### config.mk
export PLATFORM = sky130hd
export DESIGN_NAME = matmul_seq_ctrl_flat
export DESIGN_NICKNAME = d
export VERILOG_FILES = /design/src/rtl/matmul_seq_ctrl_if.sv /design/src/rtl/matmul_seq_ctrl.sv /design/src/flat_wrapper.sv
export SDC_FILE = /design/constraint.sdc
export NUM_CORES = 1
export LEC_CHECK = 0
export CORE_MARGIN = 3
export CORE_UTILIZATION = 35
export CTS_CLUSTER_DIAMETER = 100
export CTS_CLUSTER_SIZE = 30
export DETAILED_ROUTE_END_ITERATION = 7
export DONT_BUFFER_PORTS = 1
export HOLD_SLACK_MARGIN = 0.02
export PLACE_DENSITY_LB_ADDON = 0.1
export SLEW_MARGIN = 0
export SYNTH_ARGS = -nofsm -noshare
export SYNTH_HDL_FRONTEND = slang
export SYNTH_SLANG_ARGS = --single-unit
export TNS_END_PERCENT = 1
### constraint.sdc
create_clock -name clk -period 4.9 [get_ports clk]
set_clock_uncertainty 0.05 [all_clocks]
set_input_delay 0.49 -clock clk [delete_from_list [all_inputs] [get_ports clk]]
set_output_delay 0.49 -clock clk [all_outputs]
set_load 0.02 [all_outputs]
### src/rtl/matmul_seq_ctrl_if.sv
// Bus between the matrix register file / shared fp_mac and matmul_seq_ctrl.
// The slave modport is the sequencer's view; master is the surrounding system.
interface matmul_seq_ctrl_if;
    localparam int unsigned EW = 8;
    localparam int unsigned MW = 9 * EW;

    logic          start;
    logic [MW-1:0] a_mat;
    logic [MW-1:0] b_mat;
    logic          mac_valid;
    logic [EW-1:0] mac_a;
    logic [EW-1:0] mac_b;
    logic [EW-1:0] mac_c;
    logic [EW-1:0] mac_y;
    logic          busy;
    logic          done;
    logic [MW-1:0] c_mat;

    modport master (
        output start, a_mat, b_mat, mac_y,
        input  mac_valid, mac_a, mac_b, mac_c, busy, done, c_mat
    );

    modport slave (
        input  start, a_mat, b_mat, mac_y,
        output mac_valid, mac_a, mac_b, mac_c, busy, done, c_mat
    );
endinterface

### src/rtl/matmul_seq_ctrl.sv
// Time-shares one external FP8 multiply-accumulate unit across a 3x3 x 3x3 product.
// Optional feature macro: ZERO_SKIP_EN (skip products with a zero operand).
module matmul_seq_ctrl #(
    parameter int unsigned MAC_LAT = 1
) (
    input  logic             clk,
    input  logic             rst,
    matmul_seq_ctrl_if.slave bus
);
    localparam int unsigned EW        = 8;
    localparam int unsigned MW        = 9 * EW;
    localparam int unsigned WAIT_LAST = (MAC_LAT > 0) ? MAC_LAT - 1 : 0;
    localparam int unsigned WCW       = (MAC_LAT > 1) ? $clog2(MAC_LAT) : 1;

    typedef enum logic [2:0] {IDLE, ISSUE, WAIT, SKIP, FIN} state_t;

    state_t         state, state_d;
    logic [MW-1:0]  a_sh, b_sh, c_q, c_d;
    logic [MW-1:0]  src_a, src_b;
    logic [1:0]     i_q, j_q, k_q, i_d, j_d, k_d;
    logic [3:0]     e_q;
    logic [EW-1:0]  acc_q, acc_d;
    logic [EW-1:0]  op_a, op_b;
    logic [WCW-1:0] wcnt_q, wcnt_d;
    logic           load, adv, go, last, skip;

    function automatic logic [EW-1:0] pick(input logic [MW-1:0] m, input logic [3:0] idx);
        return m[EW*idx +: EW];
    endfunction

    // State register
    always_ff @(posedge clk) begin
        if (rst) state <= IDLE;
        else     state <= state_d;
    end

    // Next state, counter advance and operand selection for the next issue
    always_comb begin
        state_d = state;
        i_d     = i_q;
        j_d     = j_q;
        k_d     = k_q;
        acc_d   = acc_q;
        wcnt_d  = wcnt_q;
        c_d     = c_q;
        load    = 1'b0;
        adv     = 1'b0;
        go      = 1'b0;
        src_a   = a_sh;
        src_b   = b_sh;
        e_q     = 4'(3 * i_q + j_q);
        last    = (i_q == 2'd2) && (j_q == 2'd2) && (k_q == 2'd2);

        case (state)
            IDLE: begin
                if (bus.start) begin
                    load  = 1'b1;
                    go    = 1'b1;
                    src_a = bus.a_mat;
                    src_b = bus.b_mat;
                    i_d   = 2'd0;
                    j_d   = 2'd0;
                    k_d   = 2'd0;
                    acc_d = '0;
                end
            end
            ISSUE: begin
                if (MAC_LAT == 0) begin
                    adv = 1'b1;
                end else begin
                    state_d = WAIT;
                    wcnt_d  = '0;
                end
            end
            WAIT: begin
                if (wcnt_q == WCW'(WAIT_LAST)) adv = 1'b1;
                else                           wcnt_d = wcnt_q + WCW'(1);
            end
            SKIP:    adv = 1'b1;
            FIN:     state_d = IDLE;
            default: state_d = IDLE;
        endcase

        // Product complete: fold result (or unchanged acc on a skip) and step k/j/i
        if (adv) begin
            acc_d = (state == SKIP) ? acc_q : bus.mac_y;
            if (k_q == 2'd2) begin
                c_d[EW*e_q +: EW] = acc_d;
                acc_d = '0;
                k_d   = 2'd0;
                if (j_q == 2'd2) begin
                    j_d = 2'd0;
                    i_d = i_q + 2'd1;
                end else begin
                    j_d = j_q + 2'd1;
                end
            end else begin
                k_d = k_q + 2'd1;
            end
            if (last) begin
                state_d = FIN;
                i_d     = 2'd0;
                j_d     = 2'd0;
                k_d     = 2'd0;
            end else begin
                go = 1'b1;
            end
        end

        op_a = pick(src_a, 4'(3 * i_d + k_d));
        op_b = pick(src_b, 4'(3 * k_d + j_d));
`ifdef ZERO_SKIP_EN
        skip = (op_a[6:0] == 7'd0) || (op_b[6:0] == 7'd0);
`else
        skip = 1'b0;
`endif
        if (go) state_d = skip ? SKIP : ISSUE;
    end

    // Shadow matrices, counters, accumulator and registered outputs
    always_ff @(posedge clk) begin
        if (rst) begin
            a_sh          <= '0;
            b_sh          <= '0;
            c_q           <= '0;
            i_q           <= '0;
            j_q           <= '0;
            k_q           <= '0;
            acc_q         <= '0;
            wcnt_q        <= '0;
            bus.mac_valid <= 1'b0;
            bus.mac_a     <= '0;
            bus.mac_b     <= '0;
            bus.mac_c     <= '0;
            bus.busy      <= 1'b0;
            bus.done      <= 1'b0;
        end else begin
            if (load) begin
                a_sh <= bus.a_mat;
                b_sh <= bus.b_mat;
            end
            c_q           <= c_d;
            i_q           <= i_d;
            j_q           <= j_d;
            k_q           <= k_d;
            acc_q         <= acc_d;
            wcnt_q        <= wcnt_d;
            bus.mac_valid <= (state_d == ISSUE);
            if (state_d == ISSUE) begin
                bus.mac_a <= op_a;
                bus.mac_b <= op_b;
                bus.mac_c <= acc_d;
            end
            bus.busy <= (state_d == ISSUE) || (state_d == WAIT) || (state_d == SKIP);
            bus.done <= (state_d == FIN);
        end
    end

    assign bus.c_mat = c_q;
endmodule

### src/flat_wrapper.sv
// flat-port wrapper written by rule: the top's interface ports become plain ports
module matmul_seq_ctrl_flat 
#(
    parameter int unsigned MAC_LAT = 1
)
  (clk, rst, bus_start, bus_a_mat, bus_b_mat, bus_mac_y, bus_mac_valid, bus_mac_a, bus_mac_b, bus_mac_c, bus_busy, bus_done, bus_c_mat);
  matmul_seq_ctrl_if bus_i ();
  input  logic clk;
  input  logic rst;
  input wire logic [$bits(bus_i.start)-1:0] bus_start;
  input wire logic [$bits(bus_i.a_mat)-1:0] bus_a_mat;
  input wire logic [$bits(bus_i.b_mat)-1:0] bus_b_mat;
  input wire logic [$bits(bus_i.mac_y)-1:0] bus_mac_y;
  output wire logic [$bits(bus_i.mac_valid)-1:0] bus_mac_valid;
  output wire logic [$bits(bus_i.mac_a)-1:0] bus_mac_a;
  output wire logic [$bits(bus_i.mac_b)-1:0] bus_mac_b;
  output wire logic [$bits(bus_i.mac_c)-1:0] bus_mac_c;
  output wire logic [$bits(bus_i.busy)-1:0] bus_busy;
  output wire logic [$bits(bus_i.done)-1:0] bus_done;
  output wire logic [$bits(bus_i.c_mat)-1:0] bus_c_mat;
  assign bus_i.start = bus_start;
  assign bus_i.a_mat = bus_a_mat;
  assign bus_i.b_mat = bus_b_mat;
  assign bus_i.mac_y = bus_mac_y;
  assign bus_mac_valid = bus_i.mac_valid;
  assign bus_mac_a = bus_i.mac_a;
  assign bus_mac_b = bus_i.mac_b;
  assign bus_mac_c = bus_i.mac_c;
  assign bus_busy = bus_i.busy;
  assign bus_done = bus_i.done;
  assign bus_c_mat = bus_i.c_mat;
  matmul_seq_ctrl #(.MAC_LAT(MAC_LAT)) u_core (.clk(clk), .rst(rst), .bus(bus_i));
endmodule
; ---- Word-level counts from Yosys, hierarchy flattened
; Cells that the tools add are included.
[totals]
ff_bits = 261
wordCells = 87
out_inout_bits = 99
input_bits = 155
[op_classes]
reduce_logical = 8
n_shift = 4
n_addsub = 8
eq_ne = 10
muxes = 39
multipliers = 3
[op_table]
columns = cell, count
row1 = 72-bit 2-to-1 mux, 4
row2 = 72-bit by 8-bit variable part select with 8-bit output, 2
row3 = 72-bit bitwise mux, 1
row4 = "8-bit by 34-bit variable shift with 72-bit output, first input constant", 1
row5 = 8-bit by 34-bit variable part select with 72-bit output, 1
row6 = 8-bit 2-to-1 mux, 5
row7 = 2-bit 2-to-1 mux, 17
row8 = 7-bit negator with 34-bit output, 1
row9 = 4-bit by 2-bit adder with 4-bit output, 3
row10 = "3-bit by 2-bit equality test with 1-bit output, second input constant", 4
row11 = "2-bit by 2-bit multiplier with 4-bit output, first input constant", 3
row12 = 3-bit 2-to-1 mux, 3
row13 = "2-bit by 1-bit adder with 2-bit output, second input constant", 3
row14 = "2-bit equality test, second input constant", 3
row15 = "3-bit by 1-bit equality test with 1-bit output, second input constant", 2
row16 = 1-bit 2-to-1 mux, 6
row17 = 3-bit case mux with 2 select lines, 1
row18 = 1-bit case mux with 2 select lines, 2
row19 = "3-bit equality test, second input constant", 1
row20 = 3-bit zero test, 1
row21 = 3-bit OR reduction, 1
row22 = 1-bit logical AND, 2
row23 = 1-bit logical OR, 2
row24 = 2-bit AND reduction, 1
row25 = 2 further kinds, 2

; ---- Depth between registers and ports, before layout
[logic_depth]
depth_word = 9
mapped_depth = 18
depth_no_buf = 14

; ---- Worst setup path after synthesis
; No wires, ideal clock.
[synth_timing]
kind = input -> register
start = input bus_start
end = register u_core.bus.mac_b[1]
slack_ns = 0.483
stages = 17
n_path_buf = 5
t_required_ns = 4.780
setup_time_ns = 0.070
arrival_ns = 4.297
path_cell_list = nor4b_2 > buf_4 > buf_4 > buf_4 > buf_2 > nor2_1 > a22oi_1 > fa_1 > inv_1 > ha_1 > fa_1 > clkbuf_1 > nor2_1 > a32o_1 > or4b_1 > a211o_1 > a21oi_1
[synth_between]
elab_chain_cells = 7
elab_cells_between_ends = 19
cone_classes = add/sub (1) / mul (1) / eq/ne (1) / shift (1) / mux (15)
[synth_lines]
columns = item, line_no
row1 = "start, declared", flat_wrapper.sv:10  ; input wire logic [$bits(bus_i.start)-1:0] bus_start;
row2 = "parallel branches: the longest is 7 deep, another holds 2-bit by 2-bit multiplier with 4-bit output", -
row3 = "end signal, assigned", matmul_seq_ctrl.sv:151  ; bus.mac_b <= op_b;
row4 = "end, declared", matmul_seq_ctrl_if.sv:26  ; output mac_valid, mac_a, mac_b, mac_c, busy, done, c_mat
; Parallel ways; which one is timed is not known.
; A chain may end at the register's enable or synchronous reset.

; ---- Worst setup path in the final report
[layout_timing]
start = register u_core.state[1]
end = register u_core.bus.mac_a[0]
[layout_between]
elab_chain_cells = 9
elab_cells_between_ends = 25
cone_classes = add/sub (1) / mul (1) / eq/ne (4) / shift (1) / mux (16) / reduce/logical (2)
[layout_lines]
columns = item, line_no
row1 = "start, declared", matmul_seq_ctrl.sv:17  ; state_t state, state_d;
row2 = "start signal, assigned", matmul_seq_ctrl.sv:34  ; else state <= state_d;
row3 = 3-bit zero test, matmul_seq_ctrl.sv:54  ; case (state)
row4 = 2-bit 2-to-1 mux, matmul_seq_ctrl.sv:54
row5 = 2-bit 2-to-1 mux, matmul_seq_ctrl.sv:91  ; if (j_q == 2'd2) begin
row6 = 2-bit 2-to-1 mux, matmul_seq_ctrl.sv:87  ; if (k_q == 2'd2) begin
row7 = 2-bit 2-to-1 mux, matmul_seq_ctrl.sv:100  ; if (last) begin
row8 = 2-bit 2-to-1 mux *, matmul_seq_ctrl.sv:85  ; if (adv) begin
row9 = net u_core.i_d[1], matmul_seq_ctrl.sv:20  ; logic [1:0] i_q, j_q, k_q, i_d, j_d, k_d;
row10 = 2-bit by 2-bit multiplier with 4-bit output *, matmul_seq_ctrl.sv:110  ; op_a = pick(src_a, 4'(3 * i_d + k_d));
row11 = 4-bit by 2-bit adder with 4-bit output *, matmul_seq_ctrl.sv:110
row12 = 72-bit by 8-bit variable part select with 8-bit output *, matmul_seq_ctrl.sv:28  ; return m[EW*idx +: EW];
row13 = "end signal, assigned", matmul_seq_ctrl.sv:150  ; bus.mac_a <= op_a;
row14 = "end, declared", matmul_seq_ctrl_if.sv:26
; Mark *: on every way through the listed nets, which the timed path passes. The rest lies on a longest branch.

==> impl_metrics.toml <==
[logic_synthesis]
yosysWarnings = 0
synth-async-reset-ratio_pct = 0
ys.flop_type = "sky130_fd_sc_hd__dfxtp_1"
postSynthRegisterBits = 260
post_synth_instance_area_mm2 = 0.01079
synth_fp_nets = 1299
synth_cells = 1129
post_synth_num_cell_types = 52
synth-edff-count = 0
ys_seq_area_share_pct = 48.22
avg_cell_area_syn_um2 = 9.561

[routing]
drt_via_density = 5.161
dr.max_layer_used = "met4"
drt_first_pass_iters = 5
route.met3.wl_um = 2641
detailedRoute.firstIterationViolations = 490
drt_wl_total_um = 29490
ant_nets = 0
met2WireLength_um = 13410
drc = 0
wl_met1_um = 12810
via_count = 7649
detail_route.wl_per_cell_um = 19.90

[worst_setup_path]
slowest_stage = "sky130_fd_sc_hd__nor3_1"
critical_path_cell_count = 11
critPathMaxFanout = 10
crit_required_ns = 5.26
critPathKind = "flip-flop to flip-flop"
worst_r2r_path_depth = 11
setup_slack_reg_to_reg_ns = 0.91
worst_setup_path_end_kind = "flip-flop"
crit_path_end = "u_core.bus.mac_a[0]"
launch_point_of_the_critical_path = "u_core.state[1]"
critical_path.n_buffers_inverters = 2
setup.worst_path.start_class = "flip-flop"
worstPathArrival_ns = 4.35
slowest_delay_ns = 0.66
timing.rr.start = "u_core.state[1]"
r2r_endpoint = "u_core.bus.mac_a[0]"
path_cells = "and4bb_1 -> nand2_1 -> a31oi_1 -> inv_1 -> fa_1 -> ha_1 -> inv_1 -> fa_1 -> nor3_1 -> a2bb2oi_1 -> a311oi_1"
crit_family = "simple AND/OR/NAND/NOR gates"

[clock_tree]
clockBufferDepth = 3
cts-htree-levels = 1
clock_sinks = 260
postCtsSetupBuffers = 0
cts.clk_slew.worst_paths_ns = 0.11
clk_latency_ns = 0.51
cts-root-buf = "sky130_fd_sc_hd__clkbuf_16"
tritoncts_clock_tree = "yes"
ctsResizeCount = 0
cts-buffers-inserted = 13

[floorplan]
core-area_mm2 = 0.03003
initial_core_utilization_pct = 35.94
boundaryPins = 254
core.rowCount = 63
dieArea_mm2 = 0.03298
dieHeight_um = 181.6
die_w_um = 181.6

[power_and_ir_drop]
peakVddDrop_uv = 191.0
fin_total_pwr_mw = 4.042
power.density_cell_area_mw_per_mm2 = 351.4
static-leakage-power_nw = 4.661

[global_routing]
grt_usage_pct = 17.13
initial_antenna_violation_count = 0
first_global_vias = 7514
grt.overflow.total = 0
wire_length_of_the_first_global_routing_pass_um = 45570
pin_count_of_the_biggest_net_entering_global_routing = 199

[timing]
setup_viol_count_final = 0
highest_achievable_clock_rate_ghz = 0.2507
setup_tns_ns = 0
tightestPinTransition_ns = 1.116
final.period_utilization_pct = 81.41
time_the_worst_path_needs_with_i_o_delays_and_setup_ns = 3.989
rsz_0062_raised_after_global_routing = "false"
final-hold-violation-count = 0
worst_slew_margin_relative_to_its_limit_pct = 25.60
max_transition_viols_final = 0

[status]
status = "complete, no violations"

[placed_design]
place_congestion = 0.7477
place_hpwl_um = 20610
total_of_buffers_placed_on_input_and_output_ports = 0

[final_layout]
final_layout_size_suffix_gt1_share_pct = 4.212
area_delta_synth_final_pct = 6.572
layout.filler_cells = 3032
diodes = 0
finalNetCount = 1256
final_core_utilization_pct = 38.30

[run]
max_cap_violations = 0

[hold_path]
worst_min_delay_path_category = "primary input to flip-flop"
[kinds of logic (layout without fill, tap and decap cells)]
group / Yosys count / after routing / synth area share (%)
buffers and inverters: 89 / 52 / 3.501
adder cells (fa/ha/maj): 15 / 15 / 2.156
AND/OR/NAND/NOR: 422 / 422 / 16.96
multiplexers: 217 / 217 / 21.29
XOR/XNOR: 1 / 1 / 0.08116
flip-flops: 260 / 260 / 48.22
AO/OA/AOI/OAI: 125 / 125 / 7.790
[worst min path at each step]
stage	start	cells past startpoint	to	slack, ns
floorplan	u_core.acc_q[0]	2	u_core.acc_q[0]	0.39
global placement	u_core.acc_q[0]	2	u_core.acc_q[0]	0.39
detailed placement	u_core.acc_q[4]	2	u_core.acc_q[4]	0.40
CTS	rst	1	u_core.a_sh[70]	0.02
global route	rst	1	u_core.bus.mac_a[7]	0.04
finish	bus_a_mat[71]	2	u_core.a_sh[71]	0.06
[cell usage in the layout, fill, tap and decap left out, types with 7 or more instances in the layout]
cell,netlist,layout
sky130_fd_sc_hd__buf_4,9,8
sky130_fd_sc_hd__mux4_2,10,10
sky130_fd_sc_hd__nor3_1,19,19
sky130_fd_sc_hd__nor2b_1,14,14
sky130_fd_sc_hd__a2bb2oi_1,14,14
sky130_fd_sc_hd__nor2_1,261,261
sky130_fd_sc_hd__mux2i_1,206,206
sky130_fd_sc_hd__nand4_1,12,12
sky130_fd_sc_hd__o21ai_0,7,7
sky130_fd_sc_hd__ha_1,9,9
sky130_fd_sc_hd__clkbuf_16,0,13
sky130_fd_sc_hd__inv_1,19,19
sky130_fd_sc_hd__a22oi_1,21,21
sky130_fd_sc_hd__nand2_1,62,62
sky130_fd_sc_hd__a21oi_1,49,49
sky130_fd_sc_hd__nand3_1,25,25
sky130_fd_sc_hd__dfxtp_1,260,260
sky130_fd_sc_hd__nand2b_1,10,10
[layout make-up]
cell class / instances / area [um^2] / area share [%]
Multi-Input combinational cell: 780 / 5220 / 45.38
Timing Repair Buffer: 12 / 127.6 / 1.109
Clock buffer: 14 / 329.1 / 2.861
Tap cell: 390 / 488.0 / 4.242
Inverter: 19 / 71.32 / 0.6200
Sequential cell: 260 / 5205 / 45.25
Clock inverter: 7 / 62.56 / 0.5438
[synthesized netlist by cell type, types with 2 or more instances]
master / count / share of area, %
sky130_fd_sc_hd__nor3_1: 19 / 0.88
sky130_fd_sc_hd__and2_1: 3 / 0.17
sky130_fd_sc_hd__a2bb2oi_1: 14 / 1.1
sky130_fd_sc_hd__a31oi_1: 2 / 0.12
sky130_fd_sc_hd__nor3_4: 2 / 0.30
sky130_fd_sc_hd__a211o_1: 2 / 0.16
sky130_fd_sc_hd__mux2i_1: 206 / 19
sky130_fd_sc_hd__nor2_1: 261 / 9.1
sky130_fd_sc_hd__nand2_1: 62 / 2.2
sky130_fd_sc_hd__nand2b_1: 10 / 0.58
sky130_fd_sc_hd__buf_2: 7 / 0.32
sky130_fd_sc_hd__o21a_1: 2 / 0.14
sky130_fd_sc_hd__buf_4: 9 / 0.63
sky130_fd_sc_hd__a22oi_1: 21 / 1.5
sky130_fd_sc_hd__a311oi_1: 6 / 0.49
sky130_fd_sc_hd__inv_1: 19 / 0.66
sky130_fd_sc_hd__nor4_1: 3 / 0.17
sky130_fd_sc_hd__o22ai_1: 5 / 0.29
sky130_fd_sc_hd__nand4_1: 12 / 0.70
sky130_fd_sc_hd__nor2b_1: 14 / 0.81
sky130_fd_sc_hd__buf_1: 2 / 0.070
sky130_fd_sc_hd__or4b_1: 2 / 0.19
sky130_fd_sc_hd__clkbuf_1: 51 / 1.8
sky130_fd_sc_hd__a222oi_1: 6 / 0.56
sky130_fd_sc_hd__fa_1: 6 / 1.1
sky130_fd_sc_hd__dfxtp_1: 260 / 48
sky130_fd_sc_hd__a21oi_1: 49 / 2.3
sky130_fd_sc_hd__ha_1: 9 / 1.0
sky130_fd_sc_hd__mux4_2: 10 / 2.1
sky130_fd_sc_hd__o21ai_0: 7 / 0.32
sky130_fd_sc_hd__a22o_1: 2 / 0.16
sky130_fd_sc_hd__o2111ai_1: 2 / 0.16
sky130_fd_sc_hd__nand3_1: 25 / 1.2
[layer usage]
| metal | global-route usage (%) | vias to the layer above |
|---|---|---|
| li1 | - | 3804 |
| met1 | 21.98 | 3589 |
| met2 | 27.78 | 225 |
| met3 | 6.250 | 31 |
| met4 | 3.687 | 0 |
| met5 | 0 | - |
[timing repair]
| action | in CTS | in global routing |
|---|---|---|
| hold endpoints to repair | 66 | 0 |
| hold buffers | 3 | 0 |
| setup endpoints to repair | 0 | 0 |
[sequential cells by signal, summed over array words and instances, names as in the netlist]
name	count
u_core.a_sh	72
u_core.acc_q	8
u_core.b_sh	72
u_core.bus.busy	1
u_core.bus.c_mat	72
u_core.bus.done	1
u_core.bus.mac_a	8
u_core.bus.mac_b	8
u_core.bus.mac_c	8
u_core.bus.mac_valid	1
u_core.i_q	2
u_core.j_q	2
u_core.k_q	2
u_core.state	3
[report_power, final]
| group | switching (mW) | internal, mW | leakage, nW |
|---|---|---|---|
| Combinational | 0.288 | 0.218 | 2.35 |
| Clock | 0.725 | 0.513 | 0.191 |
| Sequential | 0.0735 | 2.22 | 2.12 |
| Total | 1.09 | 2.96 | 4.66 |
[per-stage QoR]
stage,hold slack (ns),instances,area (um^2),setup slack (ns)
3_3_place_gp,0.3893,1458,11060,0.9698
2_1_floorplan,0.3857,1129,10790,0.4828
5_1_grt,0.04293,1482,11500,0.5607
4_1_cts,0.02097,1482,11500,0.8879
3_5_place_dp,0.3960,1458,11060,0.9174
6_report,0.06233,1482,11500,0.9108
Note: power is estimated with default switching activity, not from simulation.
